`config.mk`:
```
export PLATFORM = sky130hd
export DESIGN_NAME = arith_seq_flat
export DESIGN_NICKNAME = d
export VERILOG_FILES = /design/src/rtl/arith_seq_if.sv /design/src/rtl/arith_seq.sv /design/src/flat_wrapper.sv
export SDC_FILE = /design/constraint.sdc
export NUM_CORES = 1
export LEC_CHECK = 0
export ABC_AREA = 1
export BUFFER_PORTS_ARGS = -buffer_cell sky130_fd_sc_hd__buf_2
export CAP_MARGIN = 20
export CORE_MARGIN = 5
export CORE_UTILIZATION = 49
export DETAILED_ROUTE_END_ITERATION = 12
export GPL_TIMING_DRIVEN = 1
export PLACE_DENSITY = 0.85
export SETUP_SLACK_MARGIN = 0.2
export SLEW_MARGIN = 40
export SYNTH_ARGS = -nofsm -noshare
export SYNTH_HDL_FRONTEND = slang
export SYNTH_SLANG_ARGS = --single-unit
```
`constraint.sdc`:
```
create_clock -name clk -period 2.3 [get_ports clk]
set_input_delay 0.345 -clock clk [delete_from_list [all_inputs] [get_ports clk]]
set_output_delay 0.345 -clock clk [all_outputs]
set_load 0.02 [all_outputs]
```
`src/rtl/arith_seq_if.sv`:
```
// Command and result handshake bundle for arith_seq.
// master = command producer / result consumer, slave = arith_seq.
interface arith_seq_if #(
   parameter int WIDTH = 32
);
   logic             cmd_valid;
   logic             cmd_ready;
   logic [1:0]       cmd_op;
   logic             cmd_src;
   logic [WIDTH-1:0] cmd_a;
   logic [WIDTH-1:0] cmd_b;
   logic             res_valid;
   logic             res_ready;
   logic [WIDTH-1:0] res_data;

   modport master (
      output cmd_valid, cmd_op, cmd_src, cmd_a, cmd_b, res_ready,
      input  cmd_ready, res_valid, res_data
   );

   modport slave (
      input  cmd_valid, cmd_op, cmd_src, cmd_a, cmd_b, res_ready,
      output cmd_ready, res_valid, res_data
   );
endinterface

```
`src/rtl/arith_seq.sv`:
```
// arith_seq: operand front-end and result stage around a combinational add/sub unit.
// Result flags are generated only when ARITH_SEQ_FLAGS_EN is defined; otherwise tied to 0.
module arith_seq #(
   parameter int WIDTH = 32
) (
   input  logic             clk,
   input  logic             reset,
   arith_seq_if.slave       bus,
   output logic             alu_op,
   output logic [WIDTH-1:0] alu_a,
   output logic [WIDTH-1:0] alu_b,
   input  logic [WIDTH-1:0] alu_y,
   output logic [WIDTH-1:0] acc,
   output logic             flag_z,
   output logic             flag_n,
   output logic             flag_v
);
   typedef enum logic [1:0] {IDLE, EXEC, DONE} state_t;
   typedef enum logic [1:0] {
      OP_LOAD  = 2'b00,
      OP_ADD   = 2'b01,
      OP_SUB   = 2'b10,
      OP_CLEAR = 2'b11
   } op_t;

   state_t           state, state_nxt;
   op_t              op_q;
   logic             accept, exec;
   logic [WIDTH-1:0] r, res_q;

   always_ff @(posedge clk) begin
      if (reset) state <= IDLE;
      else       state <= state_nxt;
   end

   // cmd_ready is masked by reset so nothing is offered while reset is held
   always_comb begin
      state_nxt     = state;
      bus.cmd_ready = 1'b0;
      bus.res_valid = 1'b0;
      accept        = 1'b0;
      exec          = 1'b0;
      case (state)
         IDLE: begin
            bus.cmd_ready = !reset;
            accept        = bus.cmd_valid && !reset;
            if (accept) state_nxt = EXEC;
         end
         EXEC: begin
            exec      = 1'b1;
            state_nxt = DONE;
         end
         DONE: begin
            bus.res_valid = 1'b1;
            if (bus.res_ready) state_nxt = IDLE;
         end
         default: state_nxt = IDLE;
      endcase
   end

   always_comb begin
      r = '0;
      case (op_q)
         OP_ADD, OP_SUB: r = alu_y;
         OP_LOAD:        r = alu_b;
         OP_CLEAR:       r = '0;
      endcase
   end

   always_ff @(posedge clk) begin
      if (reset) begin
         alu_a  <= '0;
         alu_b  <= '0;
         alu_op <= 1'b0;
         op_q   <= OP_LOAD;
         acc    <= '0;
         res_q  <= '0;
      end else begin
         if (accept) begin
            alu_a  <= bus.cmd_src ? acc : bus.cmd_a;
            alu_b  <= bus.cmd_b;
            alu_op <= (bus.cmd_op == OP_SUB);
            op_q   <= op_t'(bus.cmd_op);
         end
         if (exec) begin
            acc   <= r;
            res_q <= r;
         end
      end
   end

   assign bus.res_data = res_q;

`ifdef ARITH_SEQ_FLAGS_EN
   logic fz, fn, fv, v_nxt;

   always_comb begin
      v_nxt = 1'b0;
      case (op_q)
         OP_ADD:  v_nxt = (alu_a[WIDTH-1] == alu_b[WIDTH-1]) && (r[WIDTH-1] != alu_a[WIDTH-1]);
         OP_SUB:  v_nxt = (alu_a[WIDTH-1] != alu_b[WIDTH-1]) && (r[WIDTH-1] != alu_a[WIDTH-1]);
         default: v_nxt = 1'b0;
      endcase
   end

   always_ff @(posedge clk) begin
      if (reset) begin
         fz <= 1'b0;
         fn <= 1'b0;
         fv <= 1'b0;
      end else if (exec) begin
         fz <= (r == '0);
         fn <= r[WIDTH-1];
         fv <= v_nxt;
      end
   end

   assign flag_z = fz;
   assign flag_n = fn;
   assign flag_v = fv;
`else
   assign flag_z = 1'b0;
   assign flag_n = 1'b0;
   assign flag_v = 1'b0;
`endif
endmodule
```
`src/flat_wrapper.sv`:
```
// flat-port wrapper written by rule: the top's interface ports become plain ports
module arith_seq_flat 
#(
   parameter int WIDTH = 32
)
  (clk, reset, alu_op, alu_a, alu_b, alu_y, acc, flag_z, flag_n, flag_v, bus_cmd_valid, bus_cmd_op, bus_cmd_src, bus_cmd_a, bus_cmd_b, bus_res_ready, bus_cmd_ready, bus_res_valid, bus_res_data);
  arith_seq_if #(.WIDTH(WIDTH)) bus_i ();
  input  logic clk;
  input  logic reset;
  output logic alu_op;
  output logic [WIDTH-1:0] alu_a;
  output logic [WIDTH-1:0] alu_b;
  input  logic [WIDTH-1:0] alu_y;
  output logic [WIDTH-1:0] acc;
  output logic flag_z;
  output logic flag_n;
  output logic flag_v;
  input wire logic [$bits(bus_i.cmd_valid)-1:0] bus_cmd_valid;
  input wire logic [$bits(bus_i.cmd_op)-1:0] bus_cmd_op;
  input wire logic [$bits(bus_i.cmd_src)-1:0] bus_cmd_src;
  input wire logic [$bits(bus_i.cmd_a)-1:0] bus_cmd_a;
  input wire logic [$bits(bus_i.cmd_b)-1:0] bus_cmd_b;
  input wire logic [$bits(bus_i.res_ready)-1:0] bus_res_ready;
  output wire logic [$bits(bus_i.cmd_ready)-1:0] bus_cmd_ready;
  output wire logic [$bits(bus_i.res_valid)-1:0] bus_res_valid;
  output wire logic [$bits(bus_i.res_data)-1:0] bus_res_data;
  assign bus_i.cmd_valid = bus_cmd_valid;
  assign bus_i.cmd_op = bus_cmd_op;
  assign bus_i.cmd_src = bus_cmd_src;
  assign bus_i.cmd_a = bus_cmd_a;
  assign bus_i.cmd_b = bus_cmd_b;
  assign bus_i.res_ready = bus_res_ready;
  assign bus_cmd_ready = bus_i.cmd_ready;
  assign bus_res_valid = bus_i.res_valid;
  assign bus_res_data = bus_i.res_data;
  arith_seq #(.WIDTH(WIDTH)) u_core (.clk(clk), .reset(reset), .bus(bus_i), .alu_op(alu_op), .alu_a(alu_a), .alu_b(alu_b), .alu_y(alu_y), .acc(acc), .flag_z(flag_z), .flag_n(flag_n), .flag_v(flag_v));
endmodule
```
# After elaboration in Yosys (flattened, before gate mapping)
# Cells that the tools add are included.
# word_totals
wordCells	29
romBits	0
output_inout_bits	134
latch_bits	0
ram_bits	0
memories	0
inputBits	103
register_bits	101
# op_classes
eq_ne	8
shift	0
muxes	9
div_mod_pow	0
n_bitwise	0
order_cmp	0
mul	0
n_reduce_logical	6
n_addsub	0
# op_table
op	count
32-bit one-hot mux with 3 select lines	1
32-bit 2-to-1 mux	1
2-bit equality test, second input constant	4
2-bit one-hot mux with 3 select lines	1
2-bit by 1-bit equality test with 1-bit output, second input constant	2
2-bit logical NOT	2
1-bit 2-to-1 mux	4
2-bit 2-to-1 mux	2
2-bit by 1-bit != test with 1-bit output, second input constant	1
2-bit != test, second input constant	1
2-bit AND reduction	1
2-bit OR reduction	1
1-bit logical AND	1
1-bit logical NOT	1

# Logic depth before layout (Yosys ltp)
# logic_depth
word_depth	4
ltp_mapped	7
ltp_nobuf	6

# Worst setup path before layout
# OpenSTA, ideal clock, no wires.
# synth_timing
kind	register to register
startpoint	register u_core.op_q[0]
endpoint	register u_core.acc[16]
setup_ps	70
required_time_ps	2230
stages_incl_launch_ff	8
slack_ps	887
synth_period_minus_slack_ps	1413
path_buffers	2
arrival_ps	1344
cell_sequence	dfxtp_1 -> inv_1 -> ha_1 -> clkbuf_1 -> inv_1 -> clkbuf_1 -> nand3_1 -> a21oi_1
# synth_between
elab_chain_cells	3
elab_cells_between_ends	6
classes_between	eq/ne (3); mux (1); reduce/logical (2)
# synth_lines
item	line_no	rtl
from (decl)	arith_seq.sv:27	op_t op_q;
from (signal assigned)	arith_seq.sv:83	op_q <= op_t'(bus.cmd_op);
2-bit by 1-bit equality test with 1-bit output or 2-bit equality test (tied branches)	arith_seq.sv:63	case (op_q)
2-bit OR reduction	arith_seq.sv:63	
32-bit one-hot mux with 3 select lines (*)	arith_seq.sv:63	
to (signal assigned)	arith_seq.sv:86	acc <= r;
to (decl)	arith_seq.sv:13	output logic [WIDTH-1:0] acc,
# Every way passes the cells marked *; elsewhere a longest branch is shown, timed or not.
# A chain may end at the register's enable or synchronous reset.

# Worst setup path after layout
# layout_timing
startpoint	register u_core.op_q[0]
endpoint	register u_core.acc[12]
# Same word-level chain as after synthesis.

==> out/metrics.csv <==
metric,value,unit
outcome,finished clean,
yosysMostFrequentCell,nand2_1,
grt_pass1_vias,4507,
worst_ep_arrival_time,1.87,ns
cts_buffer_depth,2,
netlist_area,4690,µm²
initial_core_util,50.6,%
grt_max_degree,76,
synth_ff_type,dfxtp_1,
cts-root-buf,clkbuf_8,
synthTopCellsByCount,"nand2_1, dfxtp_1, inv_1",
rsz0062_at_grt,no,
yosys.area.top_type,dfxtp_1,
die_w,108,µm
ant_nets,0,
gr-usage-met1,32.2,%
port_buffers,233,
drive_gt1_share,30.3,%
busiest_layer,met2,
num_vias,4892,
antenna_found_initial,0,
cts_hold_buf,0,
n_antenna_cell,0,
slowest_delay,0.34,ns
cp_top_family,buffers and inverters,
gp_congestion,0.917,
holdWs,0.186,ns
peakVddDrop,0.000442,V
cp_max_fo,23,
ios,237,
vias_per_cell,4.89,
slew_violations,0,
worstMarginPinSlew,0.538,ns
max_freq,627,MHz
hold_viol,0,
dp_hpwl,10.5,mm
htree_levels,3,
setup_viol,0,
leakagePower,0.00330,µW
avgSynthCellArea,6.77,µm²
fin_crit_sh,69.4,%
clock_skew,0.0105,ns
power.density,690,nW/µm²
wl_per_cell,14.3,µm
multi_input_area,1920,µm²
syn_inst,693,
cts_tree,built,
synth-async-reset-ratio,0,%
crit_buf_inv,3,
dieArea,11600,µm²
final_nets,971,
cp_common_cell,inv_1,
ys_types,19,
cts_setup_buffers,0,
period_needed,1.60,ns
critPathSlowestCell,dfxtp_1,
maxSlewHeadroom,64.1,%
yosysWarnings,0,
clock-sinks,101,
cp_cell_sequence,"inv_1, ha_1, inv_1, buf_4, nand3_1, a21oi_1",
synthTopCellsByArea,"dfxtp_1, nand2_1, a21oi_1, nand3_1, o21ai_0",
worstPathRequired,2.58,ns
met2_usage,38.4,%
row_count,35,
wl,14.3,mm
cts-buffers-inserted,9,
cap_viol_max_count,0,
drtPass1Iterations,5,
synth_edf_count,0,
finalWorstSetupSlack,0.704,ns
core_area,9280,µm²
areaGrowthSynthToFinish,25.1,%
drt_iter0_markers,300,
min-delay-path-class,primary input to flop,
regArea,2020,µm²
synth_seq_area_share,43.1,%
grtUsageMet3,4.08,%
cp-start-kind,flop,
drc,0,
track_usage,23.8,%
clock_latency,0.35,ns
cp-end-kind,flop,
ys_seq_elements,101,
nFillCells,922,
cts_resized,0,
grt_pass1_wl,22.1,mm
tns,0,ns
grt_remaining_overflow,0,
place_ws,0.648,ns
die_h,108,µm
crit_type,flop to flop,
cts.reportedPaths.clkPinSlew,0.09,ns
synth_top_area_share,43.1,%
-- state kept, by name (all words and copies together), names as in the netlist --
| name | cells |
|---|---|
| u_core.alu_op | 1 |
| u_core.acc | 32 |
| u_core.alu_b | 32 |
| u_core.state | 2 |
| u_core.alu_a | 32 |
| u_core.op_q | 2 |
-- worst min-delay path: stages --
cell and delay (ns):
buf_2 0.07, nand2_1 0.04, nand2_1 0.05
-- through the flow --
step / cell area (µm²) / utilization (%) / total power [µW] / std cells
6_report: 5870 / 63.2 / 4050 / 1001
4_1_cts: 5870 / 63.2 / 4070 / 1001
3_3_place_gp: 5680 / 61.2 / 2970 / 985
2_1_floorplan: 4700 / - / 2660 / 695
3_5_place_dp: 5680 / 61.2 / 2980 / 985
5_1_grt: 5870 / 63.2 / 4260 / 1001
-- cell type report --
class | instances | area share, %
Clock buffer | 10 | 2.17
Clock inverter | 6 | 1.09
Inverter | 74 | 4.73
Multi-Input combinational cell | 439 | 32.7
Sequential cell | 101 | 34.4
Tap cell | 129 | 2.75
Timing Repair Buffer | 242 | 22.1
-- power by group --
group	leakage [µW]	total, µW	internal [µW]	switching, µW
sequential	0.000830	2000	1880	118
clock	0.0000923	1110	503	605
combinational	0.00238	945	326	619
-- metal layers --
metal	share of wire, %	up-vias
li1	-	2489
met3	7.8	28
met1	42	2147
met5	0	-
met4	2.2	0
met2	48	228
-- logic make-up (layout without fill, tap and decap cells) --
group | Yosys count | count (layout) | synth area share (%)
DFF | 101 | 101 | 43.1
other | 1 | 3 | 0.0799
AOI/OAI and AO/OA | 131 | 131 | 14.0
adders and majority gates | 1 | 1 | 0.267
and+or+nand+nor | 304 | 304 | 26.4
buffers and inverters | 155 | 332 | 16.2
-- cells in the final DEF (no fill, tap or decap), types with 4 or more instances in the layout --
| cell | count |
|---|---|
| inv_1 | 71 |
| buf_4 | 4 |
| nand2_1 | 166 |
| buf_2 | 233 |
| o21ai_1 | 6 |
| dfxtp_1 | 101 |
| o21ai_0 | 58 |
| clkbuf_8 | 9 |
| buf_12 | 5 |
| nand3_1 | 67 |
| a21oi_1 | 67 |
| nor2_1 | 66 |
-- worst paths after layout --
kind,startpoint,endpoint,slack [ns],depth (start not counted)
max,u_core.op_q[0]$_SDFFE_PP0P_,u_core.acc[12]$_SDFFE_PP0N_,0.70,6
min,bus_cmd_b[5],u_core.alu_b[5]$_SDFFE_PP0P_,0.19,3
max reg2reg,u_core.op_q[0]$_SDFFE_PP0P_,u_core.acc[12]$_SDFFE_PP0N_,0.70,6
min reg2reg,u_core.op_q[0]$_SDFFE_PP0P_,u_core.op_q[0]$_SDFFE_PP0P_,0.47,2
Power figures use the tool's default switching activity.
